--- src/rtl/zion_bc_skid_buf.sv ---
// rtl/zion_bc_skid_buf.sv - two-entry registered skid buffer (main + skid register slice)
//
// Purpose:
//   Full-throughput register slice between an upstream valid/ready producer
//   and a downstream consumer. Every output (oVld, oRdy, oCnt, oDat) comes
//   straight from a flop, so no input reaches an output combinationally.
//   The main register always drives oDat. The skid register catches the one
//   word that can arrive in the same cycle the downstream side stalls.
//
// Ports:
//   clk     in   1          sole clock, rising edge
//   rst     in   1          synchronous active-high reset
//   iFlush  in   1          synchronous clear of buffered contents
//   iVld    in   1          upstream valid
//   oRdy    out  1          ready to upstream (registered)
//   iDat    in   WIDTH_DAT  upstream data
//   oVld    out  1          valid to downstream (registered)
//   iRdy    in   1          downstream ready
//   oDat    out  WIDTH_DAT  downstream data (main register)
//   oCnt    out  2          occupancy 0..2, equal to the encoded state

module zion_bc_skid_buf #(
  parameter int                   WIDTH_DAT = 32,
  parameter logic [WIDTH_DAT-1:0] INI_DATA  = '0
) (
  input  logic                 clk,
  input  logic                 rst,
  input  logic                 iFlush,
  input  logic                 iVld,
  output logic                 oRdy,
  input  logic [WIDTH_DAT-1:0] iDat,
  output logic                 oVld,
  input  logic                 iRdy,
  output logic [WIDTH_DAT-1:0] oDat,
  output logic [1:0]           oCnt
);

  // The state encoding doubles as the occupancy count.
  typedef enum logic [1:0] {
    ST_EMPTY = 2'd0,
    ST_ONE   = 2'd1,
    ST_FULL  = 2'd2
  } state_e;

  state_e               state_q, state_d;
  logic [WIDTH_DAT-1:0] main_q,  main_d;
  logic [WIDTH_DAT-1:0] skid_q,  skid_d;
  logic                 vld_q,   vld_d;
  logic                 rdy_q,   rdy_d;

  // Next-state and data-path steering.
  always_comb begin
    state_d = state_q;
    main_d  = main_q;
    skid_d  = skid_q;

    unique case (state_q)
      ST_EMPTY: begin
        if (iVld) begin
          main_d  = iDat;
          state_d = ST_ONE;
        end
      end

      ST_ONE: begin
        unique case ({iVld, iRdy})
          2'b11: main_d = iDat;        // pass-through: one in, one out
          2'b10: begin                 // downstream stalls: park new word in skid
            skid_d  = iDat;
            state_d = ST_FULL;
          end
          2'b01: state_d = ST_EMPTY;   // drain the only word
          default: ;                   // hold
        endcase
      end

      ST_FULL: begin
        // oRdy is low here, so upstream traffic is ignored entirely.
        if (iRdy) begin
          main_d  = skid_q;
          state_d = ST_ONE;
        end
      end

      default: state_d = ST_EMPTY;
    endcase

    // Flush empties the slice but leaves the data registers untouched, so
    // oDat keeps showing the last word while oVld is low.
    if (iFlush) begin
      state_d = ST_EMPTY;
      main_d  = main_q;
      skid_d  = skid_q;
    end

    // Handshake outputs are precomputed from the next state so they can be
    // registered alongside it.
    vld_d = (state_d != ST_EMPTY);
    rdy_d = (state_d != ST_FULL);
  end

  always_ff @(posedge clk) begin
    if (rst) begin
      state_q <= ST_EMPTY;
      main_q  <= INI_DATA;
      skid_q  <= INI_DATA;
      vld_q   <= 1'b0;
      rdy_q   <= 1'b1;
    end else begin
      state_q <= state_d;
      main_q  <= main_d;
      skid_q  <= skid_d;
      vld_q   <= vld_d;
      rdy_q   <= rdy_d;
    end
  end

  assign oVld = vld_q;
  assign oRdy = rdy_q;
  assign oDat = main_q;
  assign oCnt = state_q;

endmodule

--- config.mk ---
export PLATFORM = sky130hd
export DESIGN_NAME = zion_bc_skid_buf
export DESIGN_NICKNAME = d
export VERILOG_FILES = /design/src/rtl/zion_bc_skid_buf.sv
export SDC_FILE = /design/constraint.sdc
export NUM_CORES = 1
export LEC_CHECK = 0
export CAP_MARGIN = 20
export CORE_MARGIN = 2
export CORE_UTILIZATION = 36
export CTS_CLUSTER_DIAMETER = 100
export DETAILED_ROUTE_END_ITERATION = 6
export RECOVER_POWER = 25
export SLEW_MARGIN = 30
export SYNTH_ARGS = -nofsm -noshare
export SYNTH_HDL_FRONTEND = slang
export SYNTH_SLANG_ARGS = --single-unit
--- constraint.sdc ---
create_clock -name clk -period 3.21 [get_ports clk]
set_clock_uncertainty 0.2 [all_clocks]
set_input_delay 0.642 -clock clk [delete_from_list [all_inputs] [get_ports clk]]
set_output_delay 0.642 -clock clk [all_outputs]
set_load 0.01 [all_outputs]
# == After elaboration in Yosys (flattened, before gate mapping) ==
# Cells that the tools add are included.
# totals
regBits,68
input_bits,37
out_inout_bits,36
wordCells,29
# classes
n_eq_ne,9
muxes,9
bitwise,1
reduce_logical,5
# ops
op,n
$mux W32,3
$pmux W32 S3,1
$eq A2 B2 Y1 const B,3
$mux W2,3
$ne A2 B2 Y1 const B,3
$pmux W2 S3,1
$reduce_and A5 Y1,1
$eq A2 B1 Y1 const B,2
$pmux W2 S2,1
$reduce_and A3 Y1,1
$reduce_bool A3 Y1,1
$logic_not A2 Y1,1
$ne A2 B1 Y1 const B,1
$reduce_bool A2 Y1,1
$not A1 Y1,1

# == Depth between registers and ports, before layout ==
# Gate-level depths: netlist of the first run.
# depth
word_depth,5
depth_mapped,7
depth_no_buf,5

# == Worst setup path before layout of the first run ==
# OpenSTA, ideal clock, no wires.
# synth_timing
kind,in2reg
from,input iVld
to,register main_q[10] (netlist: oDat[10])
setup_ns,0.146
t_arrival_ns,1.573
setup_slack_ns,1.291
cell_stages,6
path_buffers,2
path_cell_list,ha_1 -> nor4bb_1 -> buf_2 -> a21o_1 -> buf_6 -> a211oi_2
# synth_via
elab_chain_cells,3
elab_cells_between_ends,4
classes_between,eq/ne (3); reduce/logical (1)
# synth_lines
item,line,source
start: declaration,29,"input logic iVld,"
$eq A2 B2 Y1,66,"unique case ({iVld, iRdy})"
$ne A2 B1 Y1 (no line),--,
$reduce_and A5 Y1 (no line) *,--,
end signal: assignment,111,main_q <= main_d;
end: declaration,46,"logic [WIDTH_DAT-1:0] main_q, main_d;"
# Every way passes the cells marked *; elsewhere a longest branch is shown, timed or not.
# A chain may end at the register's enable or synchronous reset.

# == Final worst setup path of the first run ==
# layout_timing
from,input iRdy
to,register skid_q[2]
# layout_via
elab_chain_cells,2
# layout_lines
item,line,source
start: declaration,33,"input logic iRdy,"
$eq A2 B2 Y1,66,
$reduce_and A3 Y1 (no line),--,
end signal: assignment,112,skid_q <= skid_d;
end: declaration,47,"logic [WIDTH_DAT-1:0] skid_q, skid_d;"
# Every way passes these cells.

==> summary.md, run 1 <==
## STA
* final setup TNS: 0 ns
* final period utilization: 0.780
* final hold violation count: 0
* slew of the pin with the lowest slew margin: 0.699 ns
* Fin Hold WS: 0.254 ns
* count of endpoints failing setup in the final report: 0
* timing-limited maximum frequency: 399 MHz
* number of pins exceeding their max-slew limit in the final report: 0
* worst max-slew margin expressed relative to the limit: 0.534
* setup repair after global routing missed its margin: no
* Worst Setup Slack, final: 0.706 ns
* time the final worst path needs with I/O delays and setup: 2.50 ns

## Final layout
* fraction of layout cells with a size suffix above 1: 0.171
* final core occ: 0.504
* number of filler instances in the final layout: 771
* area taken by multi-input logic gates: 1550 sq um
* number of antenna diodes: 0
* signed area change from the synthesized netlist to the final layout: 35.2%
* area of all sequential standard cells: 1360 sq um
* final net count: 414

## Run
* number of max-cap violations: 0

## Power and ir drop
* fraction of power spent switching nets: 0.234
* net switching power figure: 0.485 mW
* Static Leakage: 1.64 nW
* worst voltage drop across the vdd grid: 0.281 mV
* part of the total power dissipated in sequential elements: 0.434
* Power Internal: 1.59 mW
* post-layout power: 2.07 mW
* power density cells: 501 nW/um^2
* portion of total power attributed to the clock network: 0.430
* Comb pwr share: 0.136

## Synth
* Synth area leaders: dfxtp_1 44%, a211oi_2 12%, mux2i_1 10%
* post-synthesis area per instance: 9.72 sq um
* Synth Net Count: 354
* Post-Syn Instances: 315
* number of distinct library cells after synthesis: 26
* flip-flop and latch count after synthesis: 68
* area share of the leading cell type in the synthesized netlist: 0.444
* leading area contributor after synthesis: dfxtp_1
* total standard cell area after synthesis: 3060 sq um
* number of warnings printed during yosys synthesis: 0
* sequential area share after synthesis: 0.444

## Global routing
* largest net degree at the start of global routing: 40
* via count of the first global-routing pass: 2537
* overflow left after global routing: 0
* global-route usage over all layers: 0.173
* global-route wire length before repair: 12400 um
* number of antenna violations at the first check in global routing: 0

## Die
* Die Wd: 96.2 um
* initial core utilization: 0.373
* cell row count: 33
* die span in y: 96.2 um
* IO Pins: 73
* floorplan core area: 8220 sq um
* die outline area: 9260 sq um

## Clocking
* number of hold-repair buffers added at the cts stage: 0
* clock net sink count: 68
* Bufs on Longest Clock Path: 2
* post-CTS setup buffers: 0
* root cell of the clock tree: clkbuf_8
* number of buffers created by CTS: 9
* Skew-Pair Late Insertion Delay: 0.34 ns
* clock slew seen by the registers of the worst setup and hold paths: 0.07 ns
* number of H-tree branching levels: 3
* count of cells resized by post-cts repair: 0
* CTS tree: done

## Setup path
* startpoint types: input pin
* WP data arrival: 2.52 ns
* largest stage delay on the critical path: 0.59 ns
* biggest fanout along the worst timing path: 17
* Worst Setup Path Type: in2reg
* CP Cell Sequence: dlygate4sd3_1 > inv_1 > ha_1 > nand4bb_2 > buf_4 > nand2_1 > a21oi_1
* Critical Path Sink Type: flip-flop
* Critical Path Slowest Stage Cell: dlygate4sd3_1
* Critical Path RT: 3.22 ns

## Detailed routing
* violation count after the first detailed-route iteration: 109
* drt first pass iters: 4
* detailed-route via count: 2516
* Routed WL: 7670 um
* detail-routed net length per standard cell: 15.8 um
* post-detailed-route count of antenna-violating nets: 0
* number of remaining DRC errors: 0
* post-DR vias/cell: 5.19

## Place
* number of buffer cells added on primary ports: 72
* HPWL after DPL: 4930 um
* routability cong.: 0.725
* pre-CTS setup slack: 0.424 ns

## Outcome
* outcome: complete, no violations

## Hold path
* Tightest Hold Check Type: reg2reg

==> Yosys cell counts (all sizes together) <==
master and count:
dfxtp 68, a211oi 64, nand2 64, a21oi 32
mux2i 32, clkbuf 19, buf 15, nor2 4
nor4bb 3, ha 2, nand2b 2, o21ai 2
a21boi 1, a21o 1, inv 1, mux2 1
nand3b 1, nand4bb 1, o21a 1, o311a 1
==> logic make-up after synthesis <==
logic type	share of synthesized area
AOI/OAI and AO/OA	0.272
and+or+nand+nor	0.104
DFF	0.444
buffers and inverters	0.0617
muxes	0.109
adders and majority gates	0.00817
==> final timing paths <==
check / endpoint / slack, ns / depth (start not counted) / start
min reg2reg: skid_q[1] / 0.25 / 2 / skid_q[1]
min: skid_q[1] / 0.25 / 2 / skid_q[1]
max: skid_q[2] / 0.71 / 7 / iRdy
max reg2reg: oDat[0] / 0.99 / 4 / oCnt[1]
==> cell usage in the layout, fill, tap and decap left out, types with 2 or more instances in the layout <==
cell type	Yosys	routed
a21oi_1	32	32
a211oi_1	34	34
buf_12	0	3
nand2_1	64	64
mux2i_1	32	32
ha_1	2	2
nor4bb_4	0	2
dlygate4sd3_1	0	23
buf_4	3	8
bufinv_16	0	3
o21ai_0	2	2
nor2_1	3	3
clkbuf_8	0	11
clkdlybuf4s50_1	0	48
a211oi_2	30	30
dfxtp_1	68	68
==> flip-flops by register name (all words and copies together), names as in the netlist <==
register and flops:
oVld 1, oCnt 2, skid_q 32, oDat 32
oRdy 1
==> worst max-delay path, delay by kind of cell <==
family	cells	cell delay, ns
buffers and inverters	3	1.04
and+or+nand+nor	2	0.55
adders and majority gates	1	0.22
AOI/OAI and AO/OA	1	0.06
==> power groups by stage <==
stage               logic [mW]  registers [mW]  clock network (mW)
finish                   0.283           0.900               0.891
global route             0.307           0.904               0.948
CTS                      0.293           0.900               0.915
detailed placement       0.292           0.920                   0
global placement         0.289           0.920                   0
floorplan                0.134           0.929                   0
==> routing by layer <==
layer  GRT usage  wire length (um)  up-vias
met5           0                 0        -
met3      0.0517               423        6
met4      0.0405                56        0
li1            -                 -     1257
met2       0.277              3600       67
met1       0.230              3590     1186
==> through the flow <==
step	cell area [sq um]	std cells
2_1_floorplan	3060	315
3_3_place_gp	3880	469
3_5_place_dp	3880	469
4_1_cts	4140	485
5_1_grt	4140	485
6_report	4140	485
==> area by class of cell <==
type                            instances  share of cell area
Multi-Input combinational cell        212               0.375
Sequential cell                        68               0.329
Clock inverter                          5              0.0257
Inverter                                1            0.000906
Timing Repair Buffer                   83               0.202
Tap cell                              105              0.0317
Clock buffer                           11              0.0366
Power figures use the tool's default switching activity.
==> inputs of run 2 (changes only) <==
==> constraint.sdc (replaced) <==
create_clock -name clk -period 2.4 [get_ports clk]
set_clock_uncertainty 0.2 [all_clocks]
set_input_delay 0.48 -clock clk [delete_from_list [all_inputs] [get_ports clk]]
set_output_delay 0.48 -clock clk [all_outputs]
set_load 0.01 [all_outputs]
==> run 2 against run 1 <==
  * Sequential power increased by 33%
  * Register-to-register slack got worse by 0.66 ns
  * Die area unchanged
  * Global-route usage increased by 0.52 points
  * Count of clock-buffer cells in the layout decreased by 1
  * Sequential cell count unchanged
  * Critical path depth decreased by 6
  * Via count increased by 1.5%
  * Combinational power increased by 36%
  * Critical endpoint is now oCnt[1]
  * First-iteration DRC count increased by 12%
  * Utilization increased by 0.59 points
  * Routed wire length increased by 0.90%
==> summary.md, run 2 (synthesis results as in run 1) <==
## Detailed routing
* post-detailed-route count of antenna-violating nets: 0
* post-DR vias/cell: 5.16
* detailed-route via count: 2554
* violation count after the first detailed-route iteration: 122
* detail-routed net length per standard cell: 15.6 um
* drt first pass iters: 4
* number of remaining DRC errors: 0
* Routed WL: 7740 um

## Place
* Post-DP Area: 3970 sq um
* placed instance count: 479
* HPWL after DPL: 4970 um
* number of buffer cells added on primary ports: 72
* routability cong.: 0.773

## Clocking
* Skew-Pair Late Insertion Delay: 0.34 ns
* clock net sink count: 68
* number of hold-repair buffers added at the cts stage: 0
* CTS tree: done
* root cell of the clock tree: clkbuf_8
* post-CTS setup buffers: 0
* count of cells resized by post-cts repair: 0
* clock slew seen by the registers of the worst setup and hold paths: 0.07 ns
* number of buffers created by CTS: 9
* number of H-tree branching levels: 3
* Bufs on Longest Clock Path: 2

## STA
* slew of the pin with the lowest slew margin: 0.483 ns
* Fin Hold WS: 0.249 ns
* number of pins exceeding their max-slew limit in the final report: 0
* final hold violation count: 0
* time the final worst path needs with I/O delays and setup: 2.27 ns
* worst max-slew margin expressed relative to the limit: 0.678
* final period utilization: 0.947
* timing-limited maximum frequency: 440 MHz
* setup repair after global routing missed its margin: no
* count of endpoints failing setup in the final report: 0
* final setup TNS: 0 ns

## Global routing
* number of antenna violations at the first check in global routing: 0
* via count of the first global-routing pass: 2589
* global-route wire length before repair: 12700 um
* overflow left after global routing: 0
* global-route usage over all layers: 0.179
* largest net degree at the start of global routing: 36

## Setup path
* WP data arrival: 1.59 ns
* Critical Path Sink Type: output port
* Critical Path Slowest Stage Cell: clkdlybuf4s50_1
* biggest fanout along the worst timing path: 10
* largest stage delay on the critical path: 0.63 ns
* CP Cell Sequence: clkdlybuf4s50_1
* Top Family by Delay on Critical Path: buffers and inverters
* Critical Path RT: 1.72 ns
* startpoint types: flip-flop
* critical path buffer and inverter count: 1
* Worst Setup Path Type: reg2out

## Power and ir drop
* worst voltage drop across the vdd grid: 0.345 mV
* post-layout power: 2.64 mW
* Static Leakage: 1.68 nW
* power density cells: 631 nW/um^2

## Final layout
* most used cells in the layout excluding fill and tap cells: 68 x dfxtp_1, 64 x nand2_1, 47 x clkdlybuf4s50_1
* number of antenna diodes: 0
* summed area of non-filler cells in the final layout: 4190 sq um
* fraction of layout cells with a size suffix above 1: 0.190
* most common cell after layout, fill and taps aside: dfxtp_1
* signed area change from the synthesized netlist to the final layout: 36.8%
* final net count: 424
* filler-free cell count of the finished design: 495

## Die
* die span in y: 96.2 um
* floorplan core area: 8220 sq um
* die outline area: 9260 sq um
* Die Wd: 96.2 um
* initial core utilization: 0.373
* IO Pins: 73
* cell row count: 33

## Outcome
* outcome: complete, no violations

## Run
* number of max-cap violations: 0

## Hold path
* Tightest Hold Check Type: in2reg

==> run 2: power by group <==
group | total [mW] | switching (mW) | internal (mW) | leakage [nW]
Clock | 1.05 | 0.440 | 0.613 | 0.116
Combinational | 0.386 | 0.181 | 0.205 | 1.01
Sequential | 1.20 | 0.0293 | 1.17 | 0.554
==> run 2: worst min-delay path, stage by stage <==
cell	delay [ns]
buf_2	0.11
nor2_1	0.08
o21ai_0	0.08
==> run 2: per-layer routing <==
| metal | up-vias | part of all wire | track usage |
|---|---|---|---|
| li1 | 1282 | - | - |
| met3 | 6 | 0.058 | 0.0501 |
| met5 | - | 0 | 0 |
| met1 | 1202 | 0.49 | 0.238 |
| met2 | 64 | 0.45 | 0.280 |
| met4 | 0 | 0.0088 | 0.0560 |
==> run 2: worst paths after layout <==
kind,cells past startpoint,from,end,slack (ns)
hold reg to reg,2,skid_q[22],skid_q[22],0.25
hold / removal,3,rst,oRdy,0.25
setup reg to reg,4,oCnt[1],oDat[13],0.33
setup / recovery,1,oCnt[1],oCnt[1],0.13
==> run 2: layout make-up <==
type	count	area, sq um
Fill cell	767	4030
Multi-Input combinational cell	212	1550
Sequential cell	68	1360
Timing Repair Buffer	93	917
Clock buffer	10	138
Tap cell	105	131
Clock inverter	6	87.6
Inverter	1	3.75
==> run 2: metrics by stage <==
stage | utilization | setup slack [ns]
finish | 0.510 | 0.127
global route | 0.510 | 0.0661
CTS | 0.511 | 0.114
detailed placement | 0.483 | 0.00384
global placement | 0.483 | 0.0501
floorplan | - | 0.643
